===== src/rtl/simple_tx.sv =====
// simple_tx: buffers one byte-stream frame, then serialises
// preamble, type, size, payload and additive FCS onto the line.
module simple_tx #(
  parameter int          G_MEM_SIZE = 100,
  parameter logic [15:0] G_TYPE     = 16'h1234,
  parameter int          G_MIN_SIZE = 8
) (
  input  logic        clk_in,
  input  logic        rst_n_in,
  input  logic [7:0]  tdata_in,
  input  logic        tvalid_in,
  input  logic        tlast_in,
  output logic        tready_out,
  output logic [7:0]  txd_out,
  output logic        txen_out,
  output logic        txer_out,
  output logic [15:0] stat_packet_sent_cnt,
  output logic [15:0] stat_packet_drop_cnt
);

  localparam int AW = $clog2(G_MEM_SIZE);
  localparam logic [7:0] MEM_SZ = 8'(G_MEM_SIZE);
  localparam logic [7:0] MIN_SZ = 8'(G_MIN_SIZE);

  localparam logic [2:0] S_FILL = 3'd0;
  localparam logic [2:0] S_PRE  = 3'd1;
  localparam logic [2:0] S_TYPE = 3'd2;
  localparam logic [2:0] S_SIZE = 3'd3;
  localparam logic [2:0] S_PAY  = 3'd4;
  localparam logic [2:0] S_FCS  = 3'd5;
  localparam logic [2:0] S_GAP  = 3'd6;

  logic [2:0]  state_q, state_d;
  logic [7:0]  cnt_q, cnt_d;
  logic [7:0]  idx_q, idx_d;
  logic [7:0]  psum_q, psum_d;
  logic        ovf_q, ovf_d;
  logic [15:0] sent_q, sent_d;
  logic [15:0] drop_q, drop_d;
  logic [7:0]  txd_q, txd_d;
  logic        txen_q, txen_d;
  logic        rdy_q, rdy_d;
  logic        acc, wr;

  logic [7:0] mem [G_MEM_SIZE];

  assign acc = tvalid_in && rdy_q && (state_q == S_FILL);
  assign wr  = acc && (cnt_q < MEM_SZ);

  always_ff @(posedge clk_in) begin
    if (wr) mem[cnt_q[AW-1:0]] <= tdata_in;
  end

  always_comb begin
    state_d = state_q;
    cnt_d   = cnt_q;
    idx_d   = idx_q;
    psum_d  = psum_q;
    ovf_d   = ovf_q;
    sent_d  = sent_q;
    drop_d  = drop_q;
    unique case (state_q)
      S_FILL: begin
        if (acc) begin
          if (wr) begin
            cnt_d = cnt_q + 8'd1;
            if (cnt_q < 8'd4) psum_d = psum_q + tdata_in;
          end else begin
            ovf_d = 1'b1;
          end
          if (tlast_in) begin
            if (!ovf_q && wr && (cnt_q + 8'd1 >= MIN_SZ)) begin
              state_d = S_PRE;
              idx_d   = 8'd0;
            end else begin
              drop_d = drop_q + 16'd1;
              cnt_d  = 8'd0;
              ovf_d  = 1'b0;
              psum_d = 8'd0;
            end
          end
        end
      end
      // idx 0 is a silent launch cycle; idx 1..4 carry the preamble
      S_PRE: begin
        if (idx_q == 8'd4) begin
          state_d = S_TYPE;
          idx_d   = 8'd0;
        end else begin
          idx_d = idx_q + 8'd1;
        end
      end
      S_TYPE: begin
        if (idx_q == 8'd1) state_d = S_SIZE;
        else idx_d = idx_q + 8'd1;
      end
      S_SIZE: begin
        state_d = S_PAY;
        idx_d   = 8'd0;
      end
      S_PAY: begin
        if (idx_q == cnt_q - 8'd1) state_d = S_FCS;
        else idx_d = idx_q + 8'd1;
      end
      S_FCS: state_d = S_GAP;
      S_GAP: begin
        state_d = S_FILL;
        sent_d  = sent_q + 16'd1;
        cnt_d   = 8'd0;
        ovf_d   = 1'b0;
        psum_d  = 8'd0;
      end
      default: state_d = S_FILL;
    endcase
  end

  // line registers are decoded from the next state so they align with it
  always_comb begin
    txen_d = 1'b0;
    txd_d  = 8'h00;
    rdy_d  = (state_d == S_FILL);
    unique case (state_d)
      S_PRE: begin
        if (idx_d != 8'd0) begin
          txen_d = 1'b1;
          txd_d  = (idx_d == 8'd4) ? 8'h7F : 8'h55;
        end
      end
      S_TYPE: begin
        txen_d = 1'b1;
        txd_d  = (idx_d == 8'd0) ? G_TYPE[15:8] : G_TYPE[7:0];
      end
      S_SIZE: begin
        txen_d = 1'b1;
        txd_d  = cnt_d;
      end
      S_PAY: begin
        txen_d = 1'b1;
        txd_d  = mem[idx_d[AW-1:0]];
      end
      S_FCS: begin
        txen_d = 1'b1;
        txd_d  = G_TYPE[15:8] + G_TYPE[7:0] + cnt_q + psum_q;
      end
      default: ;
    endcase
  end

  always_ff @(posedge clk_in or negedge rst_n_in) begin
    if (!rst_n_in) begin
      state_q <= S_FILL;
      cnt_q   <= 8'd0;
      idx_q   <= 8'd0;
      psum_q  <= 8'd0;
      ovf_q   <= 1'b0;
      sent_q  <= 16'd0;
      drop_q  <= 16'd0;
      txd_q   <= 8'h00;
      txen_q  <= 1'b0;
      rdy_q   <= 1'b0;
    end else begin
      state_q <= state_d;
      cnt_q   <= cnt_d;
      idx_q   <= idx_d;
      psum_q  <= psum_d;
      ovf_q   <= ovf_d;
      sent_q  <= sent_d;
      drop_q  <= drop_d;
      txd_q   <= txd_d;
      txen_q  <= txen_d;
      rdy_q   <= rdy_d;
    end
  end

  assign tready_out           = rdy_q;
  assign txd_out              = txd_q;
  assign txen_out             = txen_q;
  assign txer_out             = 1'b0;
  assign stat_packet_sent_cnt = sent_q;
  assign stat_packet_drop_cnt = drop_q;

endmodule


===== config.mk =====
export PLATFORM = sky130hd
export DESIGN_NAME = simple_tx
export DESIGN_NICKNAME = d
export VERILOG_FILES = /design/src/rtl/simple_tx.sv
export SDC_FILE = /design/constraint.sdc
export NUM_CORES = 1
export LEC_CHECK = 0
export ABC_AREA = 1
export CAP_MARGIN = 20
export CORE_MARGIN = 5
export CORE_UTILIZATION = 50
export DETAILED_ROUTE_END_ITERATION = 8
export PLACE_DENSITY = 0.62
export SYNTH_ARGS = -nofsm -noshare
export SYNTH_HDL_FRONTEND = slang
export SYNTH_SLANG_ARGS = --single-unit

===== constraint.sdc =====
create_clock -name clk_in -period 7 [get_ports clk_in]
set_input_delay 1.4 -clock clk_in [delete_from_list [all_inputs] [get_ports clk_in]]
set_output_delay 1.4 -clock clk_in [all_outputs]
set_load 0.005 [all_outputs]

==> results of run 1 <==
==> path summary, 6_finish.rpt <==
check,end,slack (ns),cells after the start
setup / recovery,txd_out[6],2.10,23
hold / removal,stat_packet_sent_cnt[15],0.47,1
setup reg to reg,txd_out[2],2.13,22
hold reg to reg,stat_packet_sent_cnt[15],0.47,1
max in group asynchronous,idx_q[2],5.50,1
min in group asynchronous,stat_packet_drop_cnt[13],0.89,1
==> final cells by class <==
class / count / area share [%]
Timing Repair Buffer: 95 / 2.31
Tap cell: 969 / 2.89
Clock buffer: 110 / 5.81
Multi-Input combinational cell: 2205 / 24.5
Sequential cell: 870 / 61.5
Antenna cell: 1 / 0.00597
Clock inverter: 52 / 1.57
Inverter: 156 / 1.40
==> logic make-up (layout without fill, tap and decap cells) <==
group,count (synthesis),after routing,synth area share (%)
multiplexers,3,3,0.0801
buffers and inverters,342,413,4.13
AND/OR/NAND/NOR,1910,1910,21.6
AO/OA/AOI/OAI,215,215,3.26
other,1,2,0.0100
XOR/XNOR,47,47,1.13
adder cells (fa/ha/maj),29,29,1.01
flip-flops,870,870,68.7
==> critical path, delay by kind of cell <==
| kind | cells | cell delay, ns |
|---|---|---|
| simple gates | 18 | 2.84 |
| buf+inv | 4 | 1.15 |
| compound gates | 1 | 0.06 |
==> metrics by stage <==
| stage | total power [W] | area, um2 | setup WS [ns] | util, % | hold WS [ns] |
|---|---|---|---|---|---|
| global placement | 0.00589 | 38800 | 1.62 | 52.1 | 0.461 |
| floorplan | 0.00579 | 37500 | 3.51 | - | 0.468 |
| detailed placement | 0.00590 | 38800 | 1.52 | 52.1 | 0.461 |
| CTS | 0.0109 | 41900 | 2.17 | 56.2 | 0.474 |
| finish | 0.0108 | 41900 | 2.10 | 56.3 | 0.473 |
| global route | 0.0111 | 41900 | 1.79 | 56.3 | 0.490 |
==> placed cells by master, fill, tap and decap left out, types with 5 or more instances in the layout <==
cell type / instances
sky130_fd_sc_hd__nand2_1: 939
sky130_fd_sc_hd__edfxtp_1: 800
sky130_fd_sc_hd__nand3_1: 575
sky130_fd_sc_hd__nor2_1: 324
sky130_fd_sc_hd__inv_1: 146
sky130_fd_sc_hd__clkbuf_16: 94
sky130_fd_sc_hd__dfrtp_1: 70
sky130_fd_sc_hd__o21ai_0: 67
sky130_fd_sc_hd__a21oi_1: 57
sky130_fd_sc_hd__clkdlybuf4s50_1: 44
sky130_fd_sc_hd__buf_4: 40
sky130_fd_sc_hd__o21ai_1: 39
sky130_fd_sc_hd__o211ai_1: 34
sky130_fd_sc_hd__xor2_1: 29
sky130_fd_sc_hd__ha_1: 27
sky130_fd_sc_hd__nand3b_1: 21
sky130_fd_sc_hd__xnor2_1: 17
sky130_fd_sc_hd__clkinv_2: 17
sky130_fd_sc_hd__bufinv_16: 14
sky130_fd_sc_hd__clkbuf_1: 14
sky130_fd_sc_hd__clkinv_1: 12
sky130_fd_sc_hd__nor3_1: 10
sky130_fd_sc_hd__buf_12: 10
sky130_fd_sc_hd__inv_2: 9
sky130_fd_sc_hd__nand3_2: 6
sky130_fd_sc_hd__and3_1: 6
sky130_fd_sc_hd__nor2_4: 5
sky130_fd_sc_hd__nand4_1: 5
==> metal layers <==
layer	vias to the layer above	share of wire [%]
li1	11800	-
met1	12800	41
met2	1230	46
met3	191	9.1
met4	0	3.4
met5	-	0
==> sequential cells by signal, indices dropped and copies added (netlist names) <==
name / flops
mem: 800
stat_packet_drop_cnt: 16
stat_packet_sent_cnt: 16
cnt_q: 8
idx_q: 8
psum_q: 8
txd_out: 8
state_q: 3
ovf_q: 1
tready_out: 1
txen_out: 1
==> power groups by stage <==
stage / clock (W) / combinational (W) / sequential (W)
floorplan: 0 / 0.00000461 / 0.00578
global placement: 0 / 0.000112 / 0.00578
detailed placement: 0 / 0.000116 / 0.00578
CTS: 0.00508 / 0.000116 / 0.00567
global route: 0.00529 / 0.000124 / 0.00567
finish: 0.00503 / 0.000115 / 0.00567
==> metrics, run 1 <==
result of the run completed; M2 GR Usage 39.7%; Slew HR 32.6%; wire length of the first global-routing pass 157 mm; die area 80600 um2; number of antenna-violating nets in the routed design 0; post-detailed-route wirelength per cell 23.2 um; number of flops mapped to enable cells by yosys 800; sequential group share of total power 52.5%; Area growth syn-to-layout 11.8%; cell with the largest stage delay on the worst path sky130_fd_sc_hd__nor2_4; core area 74400 um2; final non-filler cell total 4458; Data arrival, critical path 5.48 ns; relative contribution of combinational cells to total power 1.1%; area of the multi-input gates 10300 um2; Critical Setup Path Class in -> reg; CTS clock-pin slew for the worst setup and hold paths 0.07 ns; CP Data Required Time 7.58 ns; design internal power 0.00868 W; sequential area share after synthesis 68.7%; global routing met1 resource utilization 35.5%; FFs w/ async S/R, synth 8.05%; library cell used as clock root buffer sky130_fd_sc_hd__clkbuf_16; net count after synthesis 3458; Max clock buf depth 3; Max FO, Critical Path 50; longest individual stage delay on the worst path 0.83 ns; YS warnings 0; starting DRC count in detailed routing 3033; Gate Count Post-Synth 3417; sequence of cells on the critical path clkdlybuf4s50_1, nand2_1, nor2_2, nand2_2, nor2_1, nand3_1, nand2_1, nand2_1, nor2_4, o21ai_4, buf_4, nor2_4, buf_4, nand2_1, nand2_1, nor2_1, nand2_1, nand3_1, nand2_1, inv_2, nand2_1, nand2_1, nand2_1; most used flip-flop cell after synthesis sky130_fd_sc_hd__edfxtp_1; Tightest Pin Transition 1.01 ns; number of buffers created by CTS 91; peak supply drop 0.000263 V; top-count cell post-synth sky130_fd_sc_hd__nand2_1; number of library cell types mapped by synthesis 48; launch point of the worst hold path stat_packet_sent_cnt[15]; CP Launch Point tvalid_in; setup repair after global routing missed its margin no; Final TNS setup 0 ns; DRC errors left 0; part of the total power dissipated in the clock network 46.5%; Final #Nets 3460; Filler cells 6248; total number of vias 26.0k; number of global-route vias before repair 25.2k; via density per instance 5.84; element type at the critical path end flop; Die Height 284 um; combined global-route utilization of all metal layers 25.3%; max capacitance violation total 0; Most Frequent Cell on Critical Path sky130_fd_sc_hd__nand2_1; fraction of power spent switching nets 19.8%; area share of the largest cell type after synthesis 64.1%; post-layout minimum cycle time 4.90 ns; final wirelength 104 mm; maximum clock frequency 0.204 GHz; DIE WIDTH 284 um; level count of the clock H-tree 3; antenna violations before repair 1; area taken by flip-flops and latches 25800 um2; TritonCTS clock tree done; setup skew after layout 0.0234 ns; effective utilization at floorplan 50.4%; weighted congestion reported at the end of routability-driven placement 0.943; maximum number of pins on one net before global-route repair 153; switching power total 0.00214 W; Critical Path Source Type primary input; synthesized flop and latch total 870; overflow left after global routing 0; worst min-delay path class reg -> reg; Area contributors post-synth sky130_fd_sc_hd__edfxtp_1 64%, sky130_fd_sc_hd__nand2_1 9.4%, sky130_fd_sc_hd__nand3_1 7.7%; number of placement rows 100; post-synthesis cell type with the largest combined area sky130_fd_sc_hd__edfxtp_1; launch instance of the worst register-to-register path cnt_q[3]; grt peak-use layer met2; portion of the clock cycle consumed by the worst path in the final layout 70.0%; cell area after technology mapping 37500 um2; post-CTS setup buffer count 0; total power density per cell area 258 nW/um2; cell total after placement 4293; total half-perimeter wirelength after legalization and detailed placement 60.8 mm; Final Max Slew Viols 0; post-synthesis area per instance 11.0 um2; fraction of layout cells with a size suffix above 1 6.59%; number of iterations in the first detailed-routing pass 8; global-route met3 utilization 5.18%; number of setup violations in the final report 0; Skew-Pair Late Insertion Delay 0.65 ns; I/O pins 55; most used standard cells in the synthesized netlist 940 x sky130_fd_sc_hd__nand2_1, 800 x sky130_fd_sc_hd__edfxtp_1, 578 x sky130_fd_sc_hd__nand3_1; sink count of the clock tree 870; IO Port Bufs 53; final number of hold-violating endpoints 0; total leakage power 15.6 nW; hold buffer count at cts 0; post-CTS resize count 0
No activity file was read; power rests on OpenSTA's default activity.
==> inputs of run 2 (changes only) <==
- PLACE_DENSITY: 0.62 -> 0.64
- clock period: 7 -> 4.5 ns (I/O delays scaled with it)
==> run 2 against run 1 <==
Cell area increased by 1.1%. First-iteration DRC count decreased by 0.36%. Critical path depth increased by 3. Critical path type is now reg -> reg. Highest routed layer unchanged.
==> metrics, run 2 (synthesized netlist as in run 1, its figures left out) <==
result of the run completed; M2 GR Usage 40.2%; Final TNS setup 0 ns; effective utilization at floorplan 50.4%; CP Data Required Time 5.03 ns; DRC errors left 0; total half-perimeter wirelength after legalization and detailed placement 63.8 mm; number of placement rows 100; maximum clock frequency 0.241 GHz; total leakage power 15.8 nW; Data arrival, critical path 4.68 ns; core area 74400 um2; portion of the clock cycle consumed by the worst path in the final layout 92.4%; Final Max Slew Viols 0; level count of the clock H-tree 3; antenna violations before repair 0; I/O pins 55; number of iterations in the first detailed-routing pass 6; DIE WIDTH 284 um; die area 80600 um2; cell total after placement 4343; grt peak-use layer met2; CTS clock-pin slew for the worst setup and hold paths 0.06 ns; combined global-route utilization of all metal layers 25.5%; number of buffers created by CTS 91; total number of vias 26.1k; TritonCTS clock tree done; via density per instance 5.77; Max FO, Critical Path 45; Critical Path Source Type flop; global routing met1 resource utilization 35.8%; min setup slack post-route 0.343 ns; number of antenna-violating nets in the routed design 0; post-layout minimum cycle time 4.16 ns; Skew-Pair Late Insertion Delay 0.64 ns; sink count of the clock tree 870; Die Height 284 um; global-route met3 utilization 4.65%; number of setup violations in the final report 0; Largest register FFs 800; setup repair after global routing missed its margin no; starting DRC count in detailed routing 3022; library cell used as clock root buffer sky130_fd_sc_hd__clkbuf_16; post-detailed-route wirelength per cell 23.4 um; Critical Setup Path Class reg -> reg; max capacitance violation total 0; weighted congestion reported at the end of routability-driven placement 0.887; total power of the final layout 0.0164 W; overflow left after global routing 0; number of global-route vias before repair 25.2k; final wirelength 105 mm; top library cells by usage in the layout, fill and taps aside 939 x sky130_fd_sc_hd__nand2_1, 800 x sky130_fd_sc_hd__edfxtp_1, 578 x sky130_fd_sc_hd__nand3_1, 322 x sky130_fd_sc_hd__nor2_1, 146 x sky130_fd_sc_hd__inv_1; fraction of layout cells with a size suffix above 1 7.85%; IO Port Bufs 53; Area growth syn-to-layout 13.0%; Tightest Pin Transition 1.03 ns; wire length of the first global-routing pass 158 mm; final non-filler cell total 4512; setup slack at placement -0.00633 ns; setup skew after layout 0.0259 ns; final number of hold-violating endpoints 0; placed cell areas 39300 um2; final non-filler cell area 42400 um2; element type at the critical path end flop; Filler cells 6142; peak supply drop 0.000292 V; maximum number of pins on one net before global-route repair 90; Slew HR 31.2%; number of inserted diodes 0; Final #Nets 3510; worst min-delay path class in -> async; commonest non-fill, non-tap cell in the layout sky130_fd_sc_hd__nand2_1; total power density per cell area 388 nW/um2; Max clock buf depth 3
==> run 2: cell count changes in the layout (fill, tap and decap cells not counted), sizes merged <==
cell	previous run	this run
diode	1	0
buf	51	100
bufinv	14	8
inv	159	158
clkbuf	110	111
clkinvlp	3	4
clkinv	32	43
==> run 2: layout make-up <==
type	count	area [um2]	area share [%]
clock buffers	110	2410	5.69
repair buffers	145	1580	3.73
clock inverters	57	532	1.26
multi-input cells	2205	10300	24.2
flip-flops and latches	870	25800	60.9
inverters	156	586	1.38
well taps	969	1210	2.86
==> run 2: metrics by stage <==
stage                     utilization (%)  hold slack (ns)
after CTS                            56.8            0.445
after detailed placement             52.8            0.467
final                                56.9           0.0779
after global placement               52.8            0.461
after global routing                 56.9           0.0663
after floorplan                         -            0.468
==> run 2: metal layers <==
metal / part of all wire (%) / routed length [um] / up-vias
met5: 0 / 0 / -
met4: 4.0 / 4210 / 0
met3: 9.0 / 9530 / 209
met2: 46 / 48600 / 1257
met1: 41 / 43100 / 12700
li1: - / - / 11900
==> run 2: timing repair <==
item	4_1_cts	5_1_grt
gates resized for setup	0	3
setup endpoints to repair	0	5
hold buffers	0	0
setup buffers	0	0
==> run 2: worst max-delay path, cell delays in order, from the launching register on <==
cell                      delay, ns
sky130_fd_sc_hd__dfrtp_1       0.50
sky130_fd_sc_hd__inv_2         0.12
sky130_fd_sc_hd__ha_1          0.31
sky130_fd_sc_hd__inv_1         0.07
sky130_fd_sc_hd__nand2_1       0.06
sky130_fd_sc_hd__nand2_1       0.04
sky130_fd_sc_hd__nor2_1        0.10
sky130_fd_sc_hd__nand2_1       0.06
sky130_fd_sc_hd__nor2_1        0.09
sky130_fd_sc_hd__nand2_1       0.09
sky130_fd_sc_hd__nor2_4        0.13
sky130_fd_sc_hd__nand3_2       0.21
sky130_fd_sc_hd__nand2_1       0.17
sky130_fd_sc_hd__inv_1         0.06
sky130_fd_sc_hd__nand2_1       0.15
sky130_fd_sc_hd__nand2_1       0.12
sky130_fd_sc_hd__nand2_4       0.27
sky130_fd_sc_hd__buf_16        0.32
sky130_fd_sc_hd__nand3_1       0.13
sky130_fd_sc_hd__nand3_1       0.11
sky130_fd_sc_hd__nand3_1       0.19
sky130_fd_sc_hd__nand3_1       0.14
sky130_fd_sc_hd__nand2_1       0.07
sky130_fd_sc_hd__nor2_2        0.31
sky130_fd_sc_hd__nor2_1        0.07
sky130_fd_sc_hd__nand2_1       0.07
sky130_fd_sc_hd__nand2_1       0.05
==> run 2: report_power, final <==
| part | total (W) | switching (W) | internal, W |
|---|---|---|---|
| logic | 0.000193 | 0.000173 | 0.0000202 |
| clock network | 0.00743 | 0.00314 | 0.00429 |
| registers | 0.00883 | 0 | 0.00883 |
| total | 0.0164 | 0.00331 | 0.0131 |
==> run 2: final timing paths <==
kind,from,end,slack (ns),cells after the start
max in group asynchronous,rst_n_in,cnt_q[4],3.87,2
hold reg to reg,stat_packet_sent_cnt[15],stat_packet_sent_cnt[15],0.47,1
setup reg to reg,cnt_q[0],txd_out[3],0.34,26
min in group clk_in,stat_packet_sent_cnt[15],stat_packet_sent_cnt[15],0.47,1
hold / removal,rst_n_in,stat_packet_drop_cnt[4],0.08,1
setup / recovery,cnt_q[0],txd_out[3],0.34,26
